==> src/rtl/vend_pkg.sv <==
// Shared types for the vending datapath: coin codes, acceptor states and
// helpers that classify the per-channel rise vector.
package vend_pkg;

    typedef enum logic [1:0] {
        NONE    = 2'b00,
        QUARTER = 2'b01,
        HALF    = 2'b10,
        DOLLAR  = 2'b11
    } coin_t;

    typedef enum logic [1:0] {
        IDLE    = 2'b00,
        HOLD    = 2'b01,
        RELEASE = 2'b10
    } state_t;

    localparam int unsigned N_COINS = 3;

    // Bit order of the rise vector: [0] quarter, [1] half dollar, [2] dollar.
    function automatic coin_t rise_to_coin(input logic [N_COINS-1:0] rise);
        coin_t code;
        case (rise)
            3'b001:  code = QUARTER;
            3'b010:  code = HALF;
            3'b100:  code = DOLLAR;
            default: code = NONE;
        endcase
        return code;
    endfunction

    function automatic logic multi_rise(input logic [N_COINS-1:0] rise);
        return (rise[0] & rise[1]) | (rise[0] & rise[2]) | (rise[1] & rise[2]);
    endfunction

endpackage

==> src/rtl/coin_debounce.sv <==
// One coin channel: 2-FF synchroniser, saturating debounce counter and a
// registered rising-edge pulse of the debounced level.
module coin_debounce #(
    parameter int unsigned DEBOUNCE_CYCLES = 1_000_000
) (
    input  logic CLK,
    input  logic RES,
    input  logic raw,
    output logic stable,
    output logic rise
);

    localparam int unsigned     CNT_W    = $clog2(DEBOUNCE_CYCLES + 1);
    localparam logic [CNT_W-1:0] CNT_LAST = CNT_W'(DEBOUNCE_CYCLES - 1);

    logic             sync1_r;
    logic             sync2_r;
    logic             stable_r;
    logic             rise_r;
    logic [CNT_W-1:0] cnt_r;

    // Two-stage synchroniser for the asynchronous coin input.
    always_ff @(posedge CLK or negedge RES) begin
        if (!RES) begin
            sync1_r <= 1'b0;
            sync2_r <= 1'b0;
        end else begin
            sync1_r <= raw;
            sync2_r <= sync1_r;
        end
    end

    // Stable level follows the synchronised input only after it has differed
    // for DEBOUNCE_CYCLES consecutive cycles; any agreement restarts the count.
    always_ff @(posedge CLK or negedge RES) begin
        if (!RES) begin
            cnt_r    <= '0;
            stable_r <= 1'b0;
            rise_r   <= 1'b0;
        end else if (sync2_r == stable_r) begin
            cnt_r  <= '0;
            rise_r <= 1'b0;
        end else if (cnt_r >= CNT_LAST) begin
            cnt_r    <= '0;
            stable_r <= sync2_r;
            rise_r   <= sync2_r;
        end else begin
            cnt_r  <= cnt_r + CNT_W'(1);
            rise_r <= 1'b0;
        end
    end

    assign stable = stable_r;
    assign rise   = rise_r;

endmodule

==> src/rtl/coin_acceptor.sv <==
// Coin front end: three debounced channels feeding a one-event-per-insertion
// FSM with a valid/ready handshake towards the vending FSM.
module coin_acceptor
    import vend_pkg::*;
#(
    parameter int unsigned DEBOUNCE_CYCLES = 1_000_000
) (
    input  logic  CLK,
    input  logic  RES,
    input  logic  quarter_in,
    input  logic  halfDollar_in,
    input  logic  dollar_in,
    input  logic  coin_ready,
    output coin_t coin_code,
    output logic  coin_valid,
    output logic  coin_reject,
    output logic  busy
);

    logic [N_COINS-1:0] raw_s;
    logic [N_COINS-1:0] stable_s;
    logic [N_COINS-1:0] rise_s;

    state_t state_r, state_next_s;
    coin_t  code_r, code_next_s;
    logic   valid_r, valid_next_s;
    logic   reject_r, reject_next_s;
    logic   busy_r;

    assign raw_s = {dollar_in, halfDollar_in, quarter_in};

    for (genvar i = 0; i < N_COINS; i++) begin : g_chan
        coin_debounce #(
            .DEBOUNCE_CYCLES(DEBOUNCE_CYCLES)
        ) u_debounce (
            .CLK   (CLK),
            .RES   (RES),
            .raw   (raw_s[i]),
            .stable(stable_s[i]),
            .rise  (rise_s[i])
        );
    end

    // Next-state and next-output logic; rises outside IDLE are dropped.
    always_comb begin
        state_next_s  = state_r;
        code_next_s   = code_r;
        valid_next_s  = valid_r;
        reject_next_s = 1'b0;
        case (state_r)
            IDLE: begin
                if (multi_rise(rise_s)) begin
                    reject_next_s = 1'b1;
                    state_next_s  = RELEASE;
                end else if (rise_s != 3'b000) begin
                    code_next_s  = rise_to_coin(rise_s);
                    valid_next_s = 1'b1;
                    state_next_s = HOLD;
                end else begin
                    code_next_s  = NONE;
                    valid_next_s = 1'b0;
                end
            end
            HOLD: begin
                if (coin_ready) begin
                    code_next_s  = NONE;
                    valid_next_s = 1'b0;
                    state_next_s = RELEASE;
                end else begin
                    valid_next_s = 1'b1;
                end
            end
            RELEASE: begin
                code_next_s  = NONE;
                valid_next_s = 1'b0;
                if (stable_s == 3'b000) begin
                    state_next_s = IDLE;
                end else begin
                    state_next_s = RELEASE;
                end
            end
            default: begin
                code_next_s  = NONE;
                valid_next_s = 1'b0;
                state_next_s = IDLE;
            end
        endcase
    end

    // State and registered outputs; busy tracks the registered state.
    always_ff @(posedge CLK or negedge RES) begin
        if (!RES) begin
            state_r  <= IDLE;
            code_r   <= NONE;
            valid_r  <= 1'b0;
            reject_r <= 1'b0;
            busy_r   <= 1'b0;
        end else begin
            state_r  <= state_next_s;
            code_r   <= code_next_s;
            valid_r  <= valid_next_s;
            reject_r <= reject_next_s;
            busy_r   <= (state_next_s != IDLE);
        end
    end

    assign coin_code   = code_r;
    assign coin_valid  = valid_r;
    assign coin_reject = reject_r;
    assign busy        = busy_r;

endmodule

==> config.mk <==
export PLATFORM = sky130hd
export DESIGN_NAME = coin_acceptor
export DESIGN_NICKNAME = d
export VERILOG_FILES = /design/src/rtl/vend_pkg.sv /design/src/rtl/coin_debounce.sv /design/src/rtl/coin_acceptor.sv
export SDC_FILE = /design/constraint.sdc
export NUM_CORES = 1
export LEC_CHECK = 0
export CAP_MARGIN = 15
export CORE_ASPECT_RATIO = 1.25
export CORE_MARGIN = 4
export CORE_UTILIZATION = 55
export DETAILED_ROUTE_END_ITERATION = 8
export GPL_ROUTABILITY_DRIVEN = 0
export GPL_TIMING_DRIVEN = 0
export HOLD_SLACK_MARGIN = 0.02
export PLACE_DENSITY = 0.75
export SKIP_CTS_REPAIR_TIMING = 1
export SLEW_MARGIN = 20
export SYNTH_ARGS = -nofsm -noshare
export SYNTH_HDL_FRONTEND = slang
export SYNTH_SLANG_ARGS = --single-unit
==> constraint.sdc <==
create_clock -name CLK -period 1.7 [get_ports CLK]
set_clock_uncertainty 0.1 [all_clocks]
set_input_delay 0.17 -clock CLK [delete_from_list [all_inputs] [get_ports CLK]]
set_output_delay 0.17 -clock CLK [all_outputs]
set_load 0.01 [all_outputs]
# == Word-level counts from Yosys, hierarchy flattened ==
# Index checks and enable logic that the tools add are counted.
# totals
regBits,79
input_bits,6
elab_cells,80
out_inout_bits,5
# classes
n_bitwise,8
muxes,28
n_addsub,3
n_reduce_logical,8
eq_ne,10
order_cmp,3
# ops
op,count
$mux W20,6
$add A20 B1 Y20 const B,3
$ge A20 B20 Y1 const B,3
$mux W2,7
$pmux W2 S3,2
$mux W1,11
$reduce_and A2 Y1,4
$ne A2 B2 Y1 const B,2
$pmux W2 S2,1
$and A1 B1 Y1,3
$eq A1 B1 Y1,3
$eq A3 B1 Y1 const B,1
$eq A3 B2 Y1 const B,1
$eq A3 B3 Y1 const B,1
$logic_not A3 Y1,1
$not A1 Y1,3
$reduce_bool A3 Y1,1
$eq A2 B1 Y1 const B,1
$eq A2 B2 Y1 const B,1
$logic_not A2 Y1,1
$or A1 B1 Y1,2
$pmux W1 S2,1
$reduce_bool A2 Y1,1

# == Longest topological paths before layout ==
# Gate-level depths: netlist (run 1).
# logic_depth
depth_word,6
depth_mapped,8
mapped_depth_nobuf,6

# == Cells and area by module ==
# Synthesis (run 1) repeated with hierarchy kept, for this count alone.
# unflattened
hier_cells,352
area_unflattened_um2,3981.3
# by_module_without_submodules
module,cells_per_inst,instances,area_per_inst_um2,seq_area_each_um2
coin_debounce,105,3,1203.7,600.6
coin_acceptor,37,1,370.4,175.2

# == Worst setup path before layout (run 1) ==
# No wires, ideal clock.
# synth_path
path_kind,register -> register
startpoint,register g_chan[0].u_debounce.cnt_r[0]
endpoint,register g_chan[0].u_debounce.cnt_r[11]
path_slack_ns,-0.084
arrival_ns,1.566
required_ns,1.481
period_less_slack_ns,1.784
path_stages_with_launch,8
cell_sequence,dfrtp_1 > ha_1 > nand4_1 > o211ai_1 > a211oi_2 > o21ai_2 > buf_4 > nor2_1
# synth_between
elab_chain_len,3
word_cells_on_any_way,4
cone_classes,1 x add/sub; 1 x order compare; 2 x mux
# synth_rtl
item,line_no,rtl
"start, declared",coin_debounce.sv:20,logic [CNT_W-1:0] cnt_r;
"start signal, assigned",coin_debounce.sv:48,cnt_r <= cnt_r + CNT_W'(1);
$add A20 B1 Y20 or $ge A20 B20 Y1 (tied branches),"coin_debounce.sv:48, coin_debounce.sv:43",
$mux W20 *,coin_debounce.sv:43,end else if (cnt_r >= CNT_LAST) begin
$mux W20 *,coin_debounce.sv:40,end else if (sync2_r == stable_r) begin
# Mark *: on every way between the ends. The rest lies on a longest branch, timed or not.
# A chain may end at the register's enable or synchronous reset.

# == Final worst setup path (run 1) ==
# layout_path
startpoint,register g_chan[1].u_debounce.cnt_r[8]
endpoint,register g_chan[1].u_debounce.cnt_r[13]
# layout_between
elab_chain_len,3
word_cells_on_any_way,4
cone_classes,1 x add/sub; 1 x order compare; 2 x mux
# layout_rtl
item,line_no
"start, declared",coin_debounce.sv:20
"start signal, assigned",coin_debounce.sv:48
$add A20 B1 Y20 or $ge A20 B20 Y1 (tied branches),"coin_debounce.sv:48, coin_debounce.sv:43"
$mux W20 *,coin_debounce.sv:43
$mux W20 *,coin_debounce.sv:40
# Marked as above.

==> reports/qor.txt, run 1 <==
minimum clock period -> 1.960 ns
grt ovf -> 0
cell repeated most along the worst path -> buf_4
Final Hold Fails -> 0
post-DR vias/cell -> 5.700
pin count of the biggest net entering global routing -> 50
Die W -> 82.19 um
CTS Buf Count -> 9
port bufs -> 10
Final Slew Violations -> 0
top cell type's share of synthesized area -> 0.5225
CTS sink cnt -> 79
Place WS -> -0.3873 ns
via count -> 3021
power per cell area -> 704.7 nW/um^2
antenna violations before repair -> 0
CTS max path bufs -> 2
highest clock rate -> 510.1 MHz
antenna-violating nets left -> 0
worst-path cell chain -> nand4_1 > buf_4 > nor4_4 > buf_4 > nand2_1 > xor2_1 > nor2_1
leading area contributor after synthesis -> dfrtp_1
Distinct cells, synth -> 49
post-route design area -> 5197 um^2
H-tree Lvls -> 3
Post-synth EDFFs -> 0
vias in the first global route -> 2633
critical path peak fanout -> 4
Hold Path Class -> in2reg
most frequent cell after synthesis -> dfrtp_1
share of cells above drive strength 1 -> 0.4153
number of cells after detailed placement -> 468
Top Ports -> 11
GR Util All Layers -> 0.1762
Critical Path End Type -> register
largest stage delay on the critical path -> 0.45 ns
DP HPWL -> 4.477 mm
P_leak -> 0.002130 uW
placed instance area -> 4051 um^2
Setup Crit Path Kind -> reg2reg
fin worst setup slack -> -0.2603 ns
post-route DRC violation count -> 0
clock-pin slew on the worst setup and hold paths -> 0.09 ns
First DRT Iteration DRCs -> 143
period utilisation layout -> 1.153
hold-critical path depth -> 1
Nets -> 447
Hold Path End -> g_chan[1].u_debounce.sync1_r
Post-Synthesis Cells -> 370
Syn Area/Cell -> 10.23 um^2
Req. time, crit path -> 1.84 ns
worst r2r src -> g_chan[1].u_debounce.cnt_r[8]
VDD IR max -> 0.0005636 V
diodes inserted -> 0
syn_nets -> 379
worst-margin pin slew -> 0.4387 ns
Seq/Total Area, Yosys -> 0.5225
R2R depth -> 7
failing checks -> negative setup slack
clk_lat worst skew -> 0.36 ns
kind of start point of the critical path -> register
CTS tree -> yes
Wirelength per Cell -> 17.12 um
non-filler instance count after layout -> 530
Yosys reg bits -> 79
relative slew slack -> 0.7076
FP Rows -> 33
core area -> 6606 um^2
R2R Path End -> g_chan[1].u_debounce.cnt_r[13]
# setup viols final -> 62
Routed WL -> 9.074 mm
Initial Utilization -> 0.5727
status -> complete, but fails checks
min-delay src -> halfDollar_in
Die ar. -> 8279 um^2
1st-pass router iterations -> 4
Synth async-reset ratio -> 1.000
Root Driver -> clkbuf_8
Synth Cell Area -> 3784 um^2
die height -> 100.7 um
critical path arrival -> 2.10 ns
RSZ-0062 raised after global routing -> true
register-to-register setup slack -> -0.26 ns
Area growth, synth to finish -> 37.37%
top cells by area, synth -> dfrtp_1 52%, nor2_1 7.6%, xor2_1 7.4%
ys flop type -> dfrtp_1
first-pass GRT wire length -> 11.39 mm
Max Cap Viol -> 0
Crit-path slowest cell -> dfrtp_1
CP Launch Point -> g_chan[1].u_debounce.cnt_r[8]
synth warn -> 0
top cells by count, synth -> 79 x dfrtp_1, 77 x nor2_1, 32 x xor2_1, 25 x nand3_1, 22 x xnor2_1
## worst max-delay path by stage
| stage | end | slack [ns] | cells past startpoint |
|---|---|---|---|
| floorplan | g_chan[0].u_debounce.cnt_r[18] | -0.05 | 6 |
| global placement | g_chan[0].u_debounce.cnt_r[4] | -2.30 | 1 |
| detailed placement | g_chan[0].u_debounce.cnt_r[17] | -0.39 | 7 |
| CTS | g_chan[0].u_debounce.cnt_r[17] | -0.41 | 7 |
| global route | g_chan[1].u_debounce.cnt_r[13] | -0.32 | 7 |
| finish | g_chan[1].u_debounce.cnt_r[13] | -0.26 | 7 |
## worst max-delay path: cells and delay by family (launching register included)
kind / cells / cell delay [ns]
flip-flops: 1 / 0.45
XOR/XNOR: 1 / 0.20
AND/OR/NAND/NOR: 4 / 0.71
buffers and inverters: 2 / 0.37
## layout by cell type (no fill, tap or decap), drive strengths merged, types with 3 or more instances in the layout
cell           synthesis  final
nand3                 26     26
inv                   12     12
buf                    4     51
clkbuf                 2     14
and3                   6      6
nor3                   7      7
o31ai                  3      3
a21oi                  7      7
nor2                  77     77
mux2                   3      3
nor4                   7      7
or2                    5      5
xnor2                 22     22
ha                     3      3
dfrtp                 79     79
nand2                 21     21
o211ai                 3      3
nand4                 15     15
nor4b                  3      3
xor2                  32     32
clkdlybuf4s50          0      9
or3                    4      4
o21ai                 11     11
## per-layer routing
metal / wire length (um) / GRT usage / part of all wire / up-vias
met5: 0 / 0 / 0 / -
met4: 307 / 0.07289 / 0.034 / 0
met3: 272 / 0.03846 / 0.030 / 31
met2: 4762 / 0.2914 / 0.52 / 61
met1: 3731 / 0.2204 / 0.41 / 1524
li1: - / - / - / 1405
## stage by stage
step | hold slack, ns | power, uW | util | setup TNS (ns)
final | 0.1517 | 3663 | 0.7867 | -7.323
after global routing | 0.1424 | 3796 | 0.7867 | -10.77
after CTS | -0.3496 | 3542 | 0.6449 | -14.02
after detailed placement | 0.03615 | 2103 | 0.6133 | -12.98
after global placement | 0.2508 | 2091 | 0.6095 | -192.75
after floorplan | -0.2256 | 2025 | - | -0.4893
## kinds of logic (layout without fill, tap and decap cells)
kind of cell	Yosys count	count (layout)	share of synthesized area
muxes	3	3	0.008928
xor gates and xnor gates	54	54	0.1250
DFF	79	79	0.5225
adders and majority gates	4	4	0.01257
and+or+nand+nor	179	179	0.2447
AOI/OAI and AO/OA	33	33	0.06250
buffers and inverters	18	91	0.02381
## report_power, final
part	total, uW	internal (uW)	switching (uW)
sequential	1930	1900	29.8
combinational	280	130	150
clock	1450	762	689
## sequential cells by signal, indices dropped and copies added, names as in the netlist
signal,count
coin_code,2
busy,1
coin_reject,1
coin_valid,1
g_chan.u_debounce.sync2_r,3
g_chan.u_debounce.cnt_r,60
g_chan.u_debounce.rise,3
g_chan.u_debounce.stable,3
state_r,2
g_chan.u_debounce.sync1_r,3
## final cells by class
cell class,count,area [um^2]
sequential,79,2003
fill,376,1409
multi-input combinational,273,2232
clock inverter,4,53.80
clock buffer,12,155.1
inverter,12,47.55
buffer,5,52.55
tap,87,108.9
timing repair buffer,58,544.3
(Power assumes the default switching activity.)
==> run 2, diff against run 1 <==
--- a/config.mk
+++ b/config.mk
@@ -13,7 +13,7 @@
 export GPL_ROUTABILITY_DRIVEN = 0
 export GPL_TIMING_DRIVEN = 0
 export HOLD_SLACK_MARGIN = 0.02
-export PLACE_DENSITY = 0.75
+export PLACE_DENSITY = 0.72
 export SKIP_CTS_REPAIR_TIMING = 1
 export SLEW_MARGIN = 20
 export SYNTH_ARGS = -nofsm -noshare
==> constraint.sdc (replaced) <==
create_clock -name CLK -period 2.25 [get_ports CLK]
set_clock_uncertainty 0.1 [all_clocks]
set_input_delay 0.225 -clock CLK [delete_from_list [all_inputs] [get_ports CLK]]
set_output_delay 0.225 -clock CLK [all_outputs]
set_load 0.01 [all_outputs]
==> reports/qor.txt, run 2 (synthesis gave the netlist of run 1 again) <==
worst-path cell chain -> or2_1 > nor4_1 > a221oi_4 > o21ai_4 > buf_4 > nor2_1
Critical Path End Type -> register
VDD IR max -> 0.0005371 V (-4.7%)
H-tree Lvls -> 3 (unchanged)
number of cells after detailed placement -> 468 (unchanged)
DP HPWL -> 4.312 mm (-3.7%)
largest reg by FF count -> g_chan.u_debounce.cnt_r
Req. time, crit path -> 2.38 ns (+0.54 ns)
Wirelength per Cell -> 13.00 um (-24%)
core area -> 6606 um^2 (unchanged)
final hold slack -> 0.2046 ns (+0.05289 ns)
via count -> 2583 (-14%)
pin count of the biggest net entering global routing -> 60 (+20%)
Routed WL -> 6.329 mm (-30%)
grt ovf -> 0 (unchanged)
Top Ports -> 11 (unchanged)
Final Hold Fails -> 0 (unchanged)
Crit-path slowest cell -> nor4_1
Final Slew Violations -> 0 (unchanged)
share of cells above drive strength 1 -> 0.1100 (-0.3053)
clk_lat worst skew -> 0.34 ns (-0.02 ns)
GR Util All Layers -> 0.1760 (-0.0001971)
post-DR vias/cell -> 5.304 (-6.9%)
First DRT Iteration DRCs -> 80 (-44%)
Die ar. -> 8279 um^2 (unchanged)
Area growth, synth to finish -> 12.86%
CTS tree -> yes
1st-pass router iterations -> 4 (unchanged)
Hold Path Class -> in2async
worst-margin pin slew -> 0.5630 ns (+0.1243 ns)
die height -> 100.7 um (unchanged)
largest stage delay on the critical path -> 0.43 ns (-0.02 ns)
relative slew slack -> 0.6212 (-0.08634)
kind of start point of the critical path -> register
antenna violations before repair -> 0 (unchanged)
Root Driver -> clkbuf_8
non-filler instance count after layout -> 487 (-8.1%)
FP Rows -> 33 (unchanged)
CTS Buf Count -> 9 (unchanged)
first-pass GRT wire length -> 11.28 mm (-0.91%)
# setup viols final -> 0 (-100%)
critical path peak fanout -> 10 (+6)
critical path arrival -> 2.24 ns (+0.14 ns)
diodes inserted -> 0 (unchanged)
P_leak -> 0.001850 uW (-13%)
antenna-violating nets left -> 0 (unchanged)
power per cell area -> 619.4 nW/um^2 (-12%)
CTS sink cnt -> 79 (unchanged)
Max Cap Viol -> 0 (unchanged)
period utilisation layout -> 0.9351 (-0.2181)
Pwr Total -> 2645 uW (-28%)
vias in the first global route -> 2537 (-3.6%)
status -> complete, no violations
post-route DRC violation count -> 0 (unchanged)
Nets -> 404 (-9.6%)
minimum clock period -> 2.104 ns (+0.1436 ns)
highest clock rate -> 475.3 MHz (-6.8%)
clock-pin slew on the worst setup and hold paths -> 0.08 ns (about the same)
RSZ-0062 raised after global routing -> false
most frequent cells in the layout -> 79 x dfrtp_1, 77 x nor2_1, 32 x xor2_1
port bufs -> 10 (unchanged)
Setup TNS -> 0 ns (+7.323 ns)
most common cell after layout, fill and taps aside -> dfrtp_1
Die W -> 82.19 um (unchanged)
Setup Crit Path Kind -> reg2reg
CTS max path bufs -> 2 (unchanged)
max reg flops -> 60 (unchanged)
Initial Utilization -> 0.5727 (unchanged)
run 2: routing by layer:
metal / vias up / global-route usage / wire, um
li1: 1315 / - / -
met1: 1244 / 0.2290 / 2916
met2: 17 / 0.2796 / 3159
met3: 7 / 0.04919 / 169
met4: 0 / 0.06138 / 83
met5: - / 0 / 0
run 2: worst max-delay path: cells and delay by family (launching register included):
| kind | cells | cell delay [ns] |
|---|---|---|
| simple gates | 3 | 0.80 |
| buf+inv | 1 | 0.24 |
| flops | 1 | 0.42 |
| compound gates | 2 | 0.44 |
run 2: final timing paths:
path,startpoint,to,slack (ns),cells past startpoint
worst max-delay path,g_chan[2].u_debounce.cnt_r[13],g_chan[2].u_debounce.cnt_r[18],0.15,6
worst min-delay path,RES,busy,0.20,2
worst max register to register,g_chan[2].u_debounce.cnt_r[13],g_chan[2].u_debounce.cnt_r[18],0.15,6
worst min register to register,g_chan[1].u_debounce.sync1_r,g_chan[1].u_debounce.sync2_r,0.26,0
max in group asynchronous,RES,g_chan[0].u_debounce.cnt_r[15],1.28,3
min in group CLK,halfDollar_in,g_chan[1].u_debounce.sync1_r,0.22,1
run 2: layout make-up:
| class | count | area (um^2) |
|---|---|---|
| Timing Repair Buffer | 14 | 150.1 |
| Buffer | 6 | 45.04 |
| Clock buffer | 13 | 168.9 |
| Tap cell | 87 | 108.9 |
| Sequential cell | 79 | 1977 |
| Fill cell | 547 | 2336 |
| Inverter | 12 | 45.04 |
| Clock inverter | 3 | 40.04 |
| Multi-Input combinational cell | 273 | 1735 |
run 2: per-stage QoR:
step,worst slack (ns),cell area [um^2],utilization
2_1_floorplan,0.4657,3784,-
3_3_place_gp,-1.843,3993,0.6044
3_5_place_dp,0.08642,4018,0.6081
4_1_cts,0.04845,4227,0.6398
5_1_grt,0.004341,4270,0.6464
6_report,0.1461,4270,0.6464
run 2: power by group:
group	total [uW]	internal [uW]	switching, uW
Combinational	102	38.6	63.8
Sequential	1460	1440	19.5
Clock	1090	601	485
Total	2650	2080	569
==> run 3, diff against run 2 <==
--- a/config.mk
+++ b/config.mk
@@ -18,4 +18,5 @@
 export SLEW_MARGIN = 20
 export SYNTH_ARGS = -nofsm -noshare
 export SYNTH_HDL_FRONTEND = slang
+export SYNTH_HIERARCHICAL = 1
 export SYNTH_SLANG_ARGS = --single-unit
==> reports/qor.txt, run 3 <==
port bufs -> 10 (unchanged)
final design utilization -> 0.6260 (-0.02038)
P_leak -> 0.001741 uW (-5.9%)
largest reg by FF count -> g_chan.u_debounce/cnt_r
share of cells above drive strength 1 -> 0.1789 (+0.06895)
top cell type's share of synthesized area -> 0.4965 (-0.02594)
Routed WL -> 6.126 mm (-3.2%)
CTS tree -> yes
die height -> 103.1 um (+2.4%)
status -> complete, no violations
Top Ports -> 11 (unchanged)
Distinct cells, synth -> 37 (-24%)
largest stage delay on the critical path -> 0.40 ns (-0.03 ns)
pin count of the biggest net entering global routing -> 49 (-18%)
post-route DRC violation count -> 0 (unchanged)
final hold slack -> 0.2183 ns (+0.01373 ns)
Syn Area/Cell -> 11.31 um^2 (+11%)
Flop pwr share -> 0.589 (+0.038)
worst-path cell chain -> ha_1 > nand2_1 > o211ai_1 > a311oi_4 > o21bai_4 > buf_12 > nor2_4
antenna-violating nets left -> 0 (unchanged)
Synth async-reset ratio -> 1.000 (unchanged)
diodes inserted -> 0 (unchanged)
Simple-Gate Fraction of Synth Area -> 0.2596 (+0.01488)
top cells by area, synth -> dfrtp_1 50%, nor2_4 6.8%, xnor2_1 6.2%
Synth Area in Adders -> 0.01194 (-0.0006240)
Comb power frac -> 0.049 (+0.010)
largest family of logic cells by synthesized area -> simple AND/OR/NAND/NOR gates
vias in the first global route -> 2532 (-0.20%)
Die ar. -> 8673 um^2 (+4.8%)
Wirelength per Cell -> 13.03 um (+0.29%)
Req. time, crit path -> 2.37 ns (about the same)
first-pass GRT wire length -> 11.40 mm (+1.0%)
DP HPWL -> 4.275 mm (-0.86%)
Post-synth EDFFs -> 0 (unchanged)
syn_nets -> 361 (-4.7%)
period utilisation layout -> 0.9191 (-0.01598)
CTS Buf Count -> 9 (unchanged)
post-synthesis xor/xnor area fraction -> 0.1210 (-0.004007)
Final Slew Violations -> 0 (unchanged)
via count -> 2545 (-1.5%)
CTS max path bufs -> 2 (unchanged)
ys flop type -> dfrtp_1
Initial Utilization -> 0.5672 (-0.005526)
post-DR vias/cell -> 5.415 (+2.1%)
Seq/Total Area, Yosys -> 0.4965 (-0.02594)
Crit-path slowest cell -> dfrtp_1
Area growth, synth to finish -> 10.37%
Synth Cell Area -> 3981 um^2 (+5.2%)
post-synthesis mux area share -> 0.008485 (-0.0004433)
max reg flops -> 60 (unchanged)
H-tree Lvls -> 3 (unchanged)
Int Pwr -> 1885 uW (-9.2%)
Yosys reg bits -> 79 (unchanged)
switching power total -> 581.2 uW (+2.2%)
# setup viols final -> 0 (unchanged)
critical path peak fanout -> 10 (unchanged)
Die W -> 84.10 um (+2.3%)
Pwr Total -> 2466 uW (-6.8%)
Compound-Gate Fraction of Synth Area -> 0.07668 (+0.01418)
RSZ-0062 raised after global routing -> false
top cells by count, synth -> 79 x dfrtp_1, 51 x nor2_1, 28 x xnor2_1, 27 x xor2_1
grt ovf -> 0 (unchanged)
FP Rows -> 34 (+3.0%)
power per cell area -> 561.3 nW/um^2 (-9.4%)
minimum clock period -> 2.068 ns (-0.03596 ns)
1st-pass router iterations -> 4 (unchanged)
R2R depth -> 7 (+1)
GR Util All Layers -> 0.1621 (-0.01389)
most common cell after layout, fill and taps aside -> dfrtp_1
Nets -> 384 (-5.0%)
hold-critical path depth -> 1
First DRT Iteration DRCs -> 107 (+34%)
VDD IR max -> 0.0003421 V (-36%)
leading area contributor after synthesis -> dfrtp_1
antenna violations before repair -> 0 (unchanged)
Setup TNS -> 0 ns (unchanged)
Setup Crit Path Kind -> reg2reg
Hold Path Class -> in2reg
Max Cap Viol -> 0 (unchanged)
Post-Synthesis Cells -> 352 (-4.9%)
switch share -> 0.2357 (+0.02072)
relative slew slack -> 0.6926 (+0.07134)
highest clock rate -> 483.6 MHz (+1.7%)
clock power share -> 0.362 (-0.049)
clk_lat worst skew -> 0.34 ns (about the same)
register-to-register setup slack -> 0.18 ns (+0.04 ns)
clock-pin slew on the worst setup and hold paths -> 0.08 ns (about the same)
Critical Path End Type -> register
most frequent cell after synthesis -> dfrtp_1
worst-margin pin slew -> 0.4587 ns (-0.1043 ns)
core area -> 7019 um^2 (+6.2%)
Root Driver -> clkbuf_8
synth warn -> 6 (+6)
CTS sink cnt -> 79 (unchanged)
most frequent cells in the layout -> 79 x dfrtp_1, 51 x nor2_1, 28 x xnor2_1
critical path arrival -> 2.19 ns (-0.05 ns)
kind of start point of the critical path -> register
Final Hold Fails -> 0 (unchanged)
run 3: cells by family after synthesis:
| logic type | Yosys count |
|---|---|
| flip-flops | 79 |
| AND/OR/NAND/NOR | 168 |
| buffers and inverters | 10 |
| XOR/XNOR | 55 |
| multiplexers | 3 |
| AO/OA/AOI/OAI | 33 |
| adder cells (fa/ha/maj) | 4 |
run 3: critical path: cells and delay by family, from the launching register on:
family	cells	cell delay, ns
AO/OA/AOI/OAI	3	0.81
flip-flops	1	0.40
adder cells (fa/ha/maj)	1	0.24
buffers and inverters	1	0.22
AND/OR/NAND/NOR	2	0.17
run 3: layout make-up:
type                            instances  area, um^2
Fill cell                             571        2625
Sequential cell                        79        1977
Multi-Input combinational cell        263        1902
Timing Repair Buffer                   12       135.1
Clock buffer                           11       131.4
Tap cell                               90       112.6
Buffer                                  6       87.58
Clock inverter                          5       33.78
Inverter                                4       15.01
run 3: metrics by stage:
stage,setup slack [ns],std cells,area [um^2]
floorplan,0.3946,352,3981
global placement,-1.922,452,4194
detailed placement,0.1786,453,4219
CTS,0.1572,469,4384
global route,0.04472,470,4394
finish,0.1820,470,4394
run 3: path summary, 6_finish.rpt:
kind / endpoint / from
worst max-delay path: g_chan[0].u_debounce/cnt_r[13] / g_chan[0].u_debounce/cnt_r[0]
worst min-delay path: g_chan[2].u_debounce/sync1_r / dollar_in
worst max register to register: g_chan[0].u_debounce/cnt_r[13] / g_chan[0].u_debounce/cnt_r[0]
worst min register to register: g_chan[0].u_debounce/sync2_r / g_chan[0].u_debounce/sync1_r
max in group asynchronous: g_chan[0].u_debounce/cnt_r[6] / RES
min in group asynchronous: g_chan[1].u_debounce/cnt_r[6] / RES
run 3: power groups by stage:
stage | Sequential (uW) | Combinational (uW) | Clock, uW
floorplan | 1480 | 70.6 | 0
global placement | 1480 | 117 | 0
detailed placement | 1480 | 125 | 0
CTS | 1450 | 125 | 937
global route | 1460 | 139 | 998
finish | 1450 | 121 | 893
run 3: per-layer routing:
metal / global-route usage / up-vias / share of wire
li1: - / 1263 / -
met1: 0.2027 / 1242 / 0.46
met2: 0.2752 / 28 / 0.49
met3: 0.03038 / 12 / 0.028
met4: 0.07426 / 0 / 0.019
met5: 0 / - / 0
